`src/rtl/sum_product_pipe_acc_if.sv`:
```
// sum_product_pipe_acc_if: valid/ready bus; slave = pipeline side (operands in, y/y_ovf out), master = producer/consumer side
interface sum_product_pipe_acc_if #(
  parameter int IN_W = 3,
  parameter int ACC_W = 16
);
  logic in_valid, in_ready, acc_mode, in_last;
  logic out_valid, out_ready, y_ovf;
  logic [IN_W-1:0] a, b, c, d;
  logic [ACC_W-1:0] y;
  modport master (
    output in_valid, a, b, c, d, acc_mode, in_last, out_ready,
    input in_ready, out_valid, y, y_ovf
  );
  modport slave (
    input in_valid, a, b, c, d, acc_mode, in_last, out_ready,
    output in_ready, out_valid, y, y_ovf
  );
endinterface

```
`src/rtl/sum_product_pipe_acc.sv`:
```
// sum_product_pipe_acc: 3-stage elastic (a+b)*(c+d) pipeline with saturating burst accumulation; ports clock, reset (sync active-low), bus (slave)
module sum_product_pipe_acc #(
  parameter int IN_W = 3,
  parameter int ACC_W = 16
) (
  input logic clock,
  input logic reset,
  sum_product_pipe_acc_if.slave bus
);
  localparam int SW = IN_W + 1;
  localparam int PW = 2 * SW;
  localparam int TW = ACC_W + 1;
  localparam logic [ACC_W-1:0] MAX = '1;
  if (ACC_W < PW) begin : g_bad_acc_w
    $error("ACC_W must be >= 2*(IN_W+1)");
  end
  logic v1, v2, m1, m2, l1, l2, ov, yo, sticky;
  logic adv1, adv2, adv3;
  logic [SW-1:0] s0, s1;
  logic [PW-1:0] p;
  logic [ACC_W-1:0] acc, yr, sat;
  logic [ACC_W:0] t;
  always_comb begin
    adv3 = !ov || bus.out_ready;
    adv2 = !v2 || adv3;
    adv1 = !v1 || adv2;
    t = {1'b0, acc} + TW'(p);
    sat = t[ACC_W] ? MAX : t[ACC_W-1:0];
  end
  assign bus.in_ready = reset && adv1;
  assign bus.out_valid = ov;
  assign bus.y = yr;
  assign bus.y_ovf = yo;
  always_ff @(posedge clock) begin
    if (!reset) begin
      {v1, v2, m1, m2, l1, l2, ov, yo, sticky} <= '0;
      s0 <= '0;
      s1 <= '0;
      p <= '0;
      acc <= '0;
      yr <= '0;
    end else begin
      if (adv1) begin
        v1 <= bus.in_valid;
        s0 <= SW'(bus.a) + SW'(bus.b);
        s1 <= SW'(bus.c) + SW'(bus.d);
        m1 <= bus.acc_mode;
        l1 <= bus.in_last;
      end
      if (adv2) begin
        v2 <= v1;
        p <= PW'(s0) * PW'(s1);
        m2 <= m1;
        l2 <= l1;
      end
      if (adv3) begin
        ov <= v2 && (!m2 || l2);
        if (v2 && !m2) begin
          yr <= ACC_W'(p);
          yo <= 1'b0;
        end else if (v2 && l2) begin
          yr <= sat;
          yo <= sticky || t[ACC_W];
          acc <= '0;
          sticky <= 1'b0;
        end else if (v2) begin
          acc <= sat;
          sticky <= sticky || t[ACC_W];
        end
      end
    end
  end
endmodule

```
`src/flat_wrapper.sv`:
```
// flat-port wrapper written by rule: the top's interface ports become plain ports
module sum_product_pipe_acc_flat 
#(
  parameter int IN_W = 3,
  parameter int ACC_W = 16
)
  (clock, reset, bus_in_valid, bus_a, bus_b, bus_c, bus_d, bus_acc_mode, bus_in_last, bus_out_ready, bus_in_ready, bus_out_valid, bus_y, bus_y_ovf);
  sum_product_pipe_acc_if #(.IN_W(IN_W), .ACC_W(ACC_W)) bus_i ();
  input logic clock;
  input logic reset;
  input wire logic [$bits(bus_i.in_valid)-1:0] bus_in_valid;
  input wire logic [$bits(bus_i.a)-1:0] bus_a;
  input wire logic [$bits(bus_i.b)-1:0] bus_b;
  input wire logic [$bits(bus_i.c)-1:0] bus_c;
  input wire logic [$bits(bus_i.d)-1:0] bus_d;
  input wire logic [$bits(bus_i.acc_mode)-1:0] bus_acc_mode;
  input wire logic [$bits(bus_i.in_last)-1:0] bus_in_last;
  input wire logic [$bits(bus_i.out_ready)-1:0] bus_out_ready;
  output wire logic [$bits(bus_i.in_ready)-1:0] bus_in_ready;
  output wire logic [$bits(bus_i.out_valid)-1:0] bus_out_valid;
  output wire logic [$bits(bus_i.y)-1:0] bus_y;
  output wire logic [$bits(bus_i.y_ovf)-1:0] bus_y_ovf;
  assign bus_i.in_valid = bus_in_valid;
  assign bus_i.a = bus_a;
  assign bus_i.b = bus_b;
  assign bus_i.c = bus_c;
  assign bus_i.d = bus_d;
  assign bus_i.acc_mode = bus_acc_mode;
  assign bus_i.in_last = bus_in_last;
  assign bus_i.out_ready = bus_out_ready;
  assign bus_in_ready = bus_i.in_ready;
  assign bus_out_valid = bus_i.out_valid;
  assign bus_y = bus_i.y;
  assign bus_y_ovf = bus_i.y_ovf;
  sum_product_pipe_acc #(.IN_W(IN_W), .ACC_W(ACC_W)) u_core (.clock(clock), .reset(reset), .bus(bus_i));
endmodule
```
`config.mk`:
```
export PLATFORM = sky130hd
export DESIGN_NAME = sum_product_pipe_acc_flat
export DESIGN_NICKNAME = d
export VERILOG_FILES = /design/src/rtl/sum_product_pipe_acc_if.sv /design/src/rtl/sum_product_pipe_acc.sv /design/src/flat_wrapper.sv
export SDC_FILE = /design/constraint.sdc
export NUM_CORES = 1
export LEC_CHECK = 0
export CAP_MARGIN = 30
export CELL_PAD_IN_SITES_DETAIL_PLACEMENT = 0
export CELL_PAD_IN_SITES_GLOBAL_PLACEMENT = 2
export CORE_ASPECT_RATIO = 0.9
export CORE_UTILIZATION = 31
export CTS_CLUSTER_SIZE = 8
export DETAILED_ROUTE_END_ITERATION = 8
export GPL_TIMING_DRIVEN = 0
export PLACE_DENSITY_LB_ADDON = 0.1
export SLEW_MARGIN = 20
export SYNTH_ARGS = -nofsm -noshare
export SYNTH_HDL_FRONTEND = slang
export SYNTH_SLANG_ARGS = --single-unit
```
`constraint.sdc`:
```
create_clock -name clock -period 2.6 [get_ports clock]
set_input_delay 0.65 -clock clock [delete_from_list [all_inputs] [get_ports clock]]
set_output_delay 0.65 -clock clock [all_outputs]
set_load 0.01 [all_outputs]
```
# [Yosys cells after proc, flatten, opt, wreduce, memory -nomap -nowiden]
# Index checks and enable logic that the tools add are counted.
[word_totals] wordCells=45 reg_bits=57 output_inout_bits=19 input_bits=18
[classes] addsub=3 multipliers=1 n_reduce_logical=17 bitwise_logic=1 mux=9
[ops] op="16-bit 2-to-1 mux" count=5
[ops] op="16-bit by 8-bit adder with 17-bit output" count=1
[ops] op="3-bit by 3-bit adder with 4-bit output" count=2
[ops] op="4-bit by 4-bit multiplier with 8-bit output" count=1
[ops] op="1-bit logical OR" count=5
[ops] op="1-bit logical AND" count=4
[ops] op="1-bit logical NOT" count=4
[ops] op="1-bit 2-to-1 mux" count=4
[ops] op="2-bit nonzero test" count=2
[ops] op="3-bit AND reduction" count=1
[ops] op="2-bit AND reduction" count=1
[ops] op="1-bit NOT" count=1

# [Depth between registers and ports, before layout]
[logic_depth] ltp_word=5 ltp_mapped=11 ltp_nobuf=11

# [Worst setup path after synthesis]
# Ideal clock, no wire load.
[synth_timing] path_kind="flip-flop to flip-flop" start="register u_core.s0[0]" end="register u_core.p[7]" setup_ps=79 arrival_ps=2605 required_ps=2521 path_buffers=0 period_less_slack_ps=2683 stages_incl_launch_ff=12 slack_ps=-83 cell_sequence="dfxtp_1 -> nand2_1 -> fa_1 -> inv_1 -> fa_1 -> ha_1 -> a21o_1 -> a21oi_1 -> nor2_1 -> o21ai_0 -> nand4_1 -> o211ai_1"
[synth_via] elab_chain_cells=1
[synth_rtl] element="start: declaration" line="sum_product_pipe_acc.sv:19" source="logic [SW-1:0] s0, s1;"
[synth_rtl] element="start signal: assignment" line="sum_product_pipe_acc.sv:45" source="s0 <= SW'(bus.a) + SW'(bus.b);"
[synth_rtl] element="4-bit by 4-bit multiplier with 8-bit output" line="sum_product_pipe_acc.sv:52" source="p <= PW'(s0) * PW'(s1);"
[synth_rtl] element="end signal: assignment" line="sum_product_pipe_acc.sv:52"
[synth_rtl] element="end: declaration" line="sum_product_pipe_acc.sv:20" source="logic [PW-1:0] p;"
# Every way passes these cells.
# A chain may end at the register's enable or synchronous reset.

# [Worst setup path in the final report]
[layout_timing] start="register u_core.s0[2]" end="register u_core.p[5]"
# The elaborated chain is that of the path after synthesis.

==> impl_results.md <==
* Run status: finished, violations left
* Failing checks: negative setup slack
* Worst-skew pair later-pin latency at 0.33 ns
* Synth Area per Inst at 8.39 µm²
* WP data arrival at 2.89 ns
* Wire per inst at between 15 and 20 µm
* CP required at 2.86 ns
* Placed Area at about 4000 µm²
* Crit. End Element: register
* P_leak at 0.00177 µW
* Peak supply drop at 0.212 mV
* RSZ-0062 raised after global routing: true
* Fin crit share at 101%
* CP Max Fanout at 2
* Vias per inst at 5.01
* DRT iter0 DRCs at approximately 180
* Num rows at 36
* Post-route ant nets at 0
* Max-slew headroom at around half
* # DRC at 0
* TritonRoute pass-1 iters at 4
* Antenna diodes at 0
* Worst Setup Slack, final at -0.0309 ns
* Slew Limit Fails at 0
* Starting density of the core at 32.0%
* Fraction of registers with async set/reset at 0%
* #FFs+latches synth at 57
* Max Clock Skew at between 0.004 and 0.005 ns
* CTS Sinks at 57
* Mapped Cells at 414
* Post-synthesis sequential area ratio at 32.8%
* Tmin final at 2.63 ns
* Chip height at roughly 100 µm
* Mapped Area at 3470 µm²
* Die width at between 100 and 150 µm
* Worst Max-Slew Pin Slew at 0.721 ns
* First-pass GRT wire length at 16.8 mm
* Worst reg-to-reg setup slack at -0.03 ns
* CTS tree: yes
* Vias in the first global route at 3059
* Number of synthesized flops with an enable pin at 0
* Utilization after layout at between 40 and 50%
* Largest net degree at the start of global routing at 12
* Fin. Hold Viols at 0
* TritonCTS Buffers at 9
* Share of cells above drive strength 1 at ~15%
* Unique cell type count in the Yosys netlist at between 50 and 60
* Startpoint types: register
* I/O Pins at 37
* Net Count, Synth at 465
* Core ar. at roughly 11000 µm²
* Initial antenna violation count at 0
* H-tree Lvls at 3
* PortBufs at 35
* FMAX at roughly 380 MHz
* Final net count at 520
* Root Driver: clkbuf_16
* Dpl hpwl at 7.50 mm
* Total wire length at between 10 and 15 mm
* Grt ovf at 0
* Buffer depth of the longest clock path at 2
* Hold_buf cts at 0
* Crit Path Category: reg -> reg
* Setup-failing EPs final at 2
* Die area at 11600 µm²
* Synth Warn # at 0
* Hold Path Class: reg -> reg
* Final instance area at about 4400 µm²
* DR vias at 3134
* Max-cap violations at 0
* P per Cell Area at 508 nW/µm²
* Clock slew seen by the registers of the worst setup and hold paths at 0.05 ns
* Synth Flop Type: dfxtp_1
* Total GRT Usage at 19.3%
* GPL Wtd Cong at 0.776
* Area delta synth->final at 27.4%
[layout by cell type, fill, tap and decap left out, drive strengths merged, types with 2 or more instances in the layout]
| cell | n |
|---|---|
| clkbuf | 29 |
| nand3 | 18 |
| a211oi | 10 |
| a31o | 5 |
| a221oi | 3 |
| o21ai | 14 |
| inv | 14 |
| nor2b | 4 |
| a21oi | 40 |
| xnor2 | 11 |
| nand2b | 6 |
| a22oi | 3 |
| and3 | 4 |
| ha | 26 |
| o31ai | 5 |
| dfxtp | 57 |
| and4 | 2 |
| clkdlybuf4s50 | 34 |
| nand2 | 57 |
| o211a | 2 |
| nor4b | 2 |
| a21o | 6 |
| nor3 | 12 |
| o2111ai | 2 |
| buf | 13 |
| nor2 | 40 |
| a2111oi | 3 |
| fa | 7 |
| or3 | 3 |
| a31oi | 6 |
| mux2i | 3 |
| clkinv | 4 |
| and2 | 15 |
[cells by family after synthesis]
group                    synth area share [%]
buffers and inverters                    4.46
flip-flops                               32.8
AO/OA/AOI/OAI                            22.8
multiplexers                            0.864
XOR/XNOR                                 2.77
adder cells (fa/ha/maj)                  13.4
AND/OR/NAND/NOR                          22.8
[final cells by class]
| cell class | count | area [µm²] |
|---|---|---|
| fillers | 1130 | 6430 |
| multi-input cells | 320 | 2230 |
| flip-flops and latches | 57 | 1160 |
| repair buffers | 46 | 433 |
| clock buffers | 11 | 243 |
| well taps | 152 | 190 |
| plain buffers | 20 | 92.6 |
| inverters | 15 | 60.1 |
| clock inverters | 4 | 20.0 |
[metrics by stage]
step | cells | setup slack, ns | total power [µW] | hold WS (ns) | TNS, ns
6_report | 625 | -0.0309 | 2250 | 0.454 | -0.0427
5_1_grt | 625 | -0.170 | 2350 | 0.477 | -0.468
4_1_cts | 622 | -0.0408 | 2280 | 0.458 | -0.0496
3_5_place_dp | 601 | -0.825 | 1180 | 0.450 | -2.91
3_3_place_gp | 601 | -0.841 | 1180 | 0.437 | -2.30
2_1_floorplan | 414 | -0.0447 | 1080 | 0.432 | -0.0447
[path summary, 6_finish.rpt]
| path | startpoint | endpoint | cells after the start |
|---|---|---|---|
| min | u_core.l1 | u_core.l1 | 2 |
| max reg2reg | u_core.s0[2] | u_core.p[5] | 11 |
| min reg2reg | u_core.l1 | u_core.l1 | 2 |
| max | u_core.s0[2] | u_core.p[5] | 11 |
[where the power goes]
group	internal, µW	switching (µW)
clock network	657	407
registers	906	31.6
logic	118	131
[what timing repair did]
item | in CTS | in global routing
resized for setup | 20 | 8
pin swaps | 12 | 5
setup buffers | 8 | 3
setup endpoints to repair | 5 | 8
[registers in the layout, indices dropped and copies added (netlist names), 4 cells and up]
name / flops
u_core.s1: 4
u_core.acc: 16
u_core.bus.y: 16
u_core.p: 8
u_core.s0: 4
[synthesized netlist by cell type, types with 5 or more instances]
| master | n | area share (%) |
|---|---|---|
| inv_1 | 15 | 1.6 |
| xnor2_1 | 11 | 2.8 |
| dfxtp_1 | 57 | 33 |
| ha_1 | 26 | 9.4 |
| fa_1 | 7 | 4.0 |
| nand2b_1 | 5 | 0.90 |
| a21oi_1 | 40 | 5.8 |
| nor2_1 | 39 | 4.2 |
| o31ai_1 | 5 | 1.1 |
| nand2_1 | 57 | 6.2 |
| nor3_1 | 12 | 1.7 |
| and2_1 | 15 | 2.7 |
| a31o_2 | 5 | 1.3 |
| a211oi_1 | 10 | 2.2 |
| a31oi_1 | 6 | 1.1 |
| o21ai_0 | 13 | 1.9 |
| clkbuf_1 | 19 | 2.1 |
| nand3_1 | 17 | 2.4 |
| a21o_1 | 5 | 1.1 |
[layer usage]
metal  share of wire, %  routed length, µm  up-vias  track usage [%]
li1                   -                  -     1585                -
met1                 52               5380     1490             28.2
met2                 42               4360       48             28.3
met3                3.9                396       11             3.74
met4                1.2                122        0             6.28
met5                  0                  0        -                0
[worst max-delay path, cell delays in order, from the launching register on]
cell,delay (ns)
dfxtp_4,0.37
nand2_4,0.05
fa_1,0.53
inv_1,0.05
fa_1,0.48
ha_1,0.29
a21o_1,0.17
a21oi_2,0.17
buf_4,0.13
xnor2_1,0.10
nand2_1,0.08
a21oi_2,0.15
No activity file was read; power rests on OpenSTA's default activity.
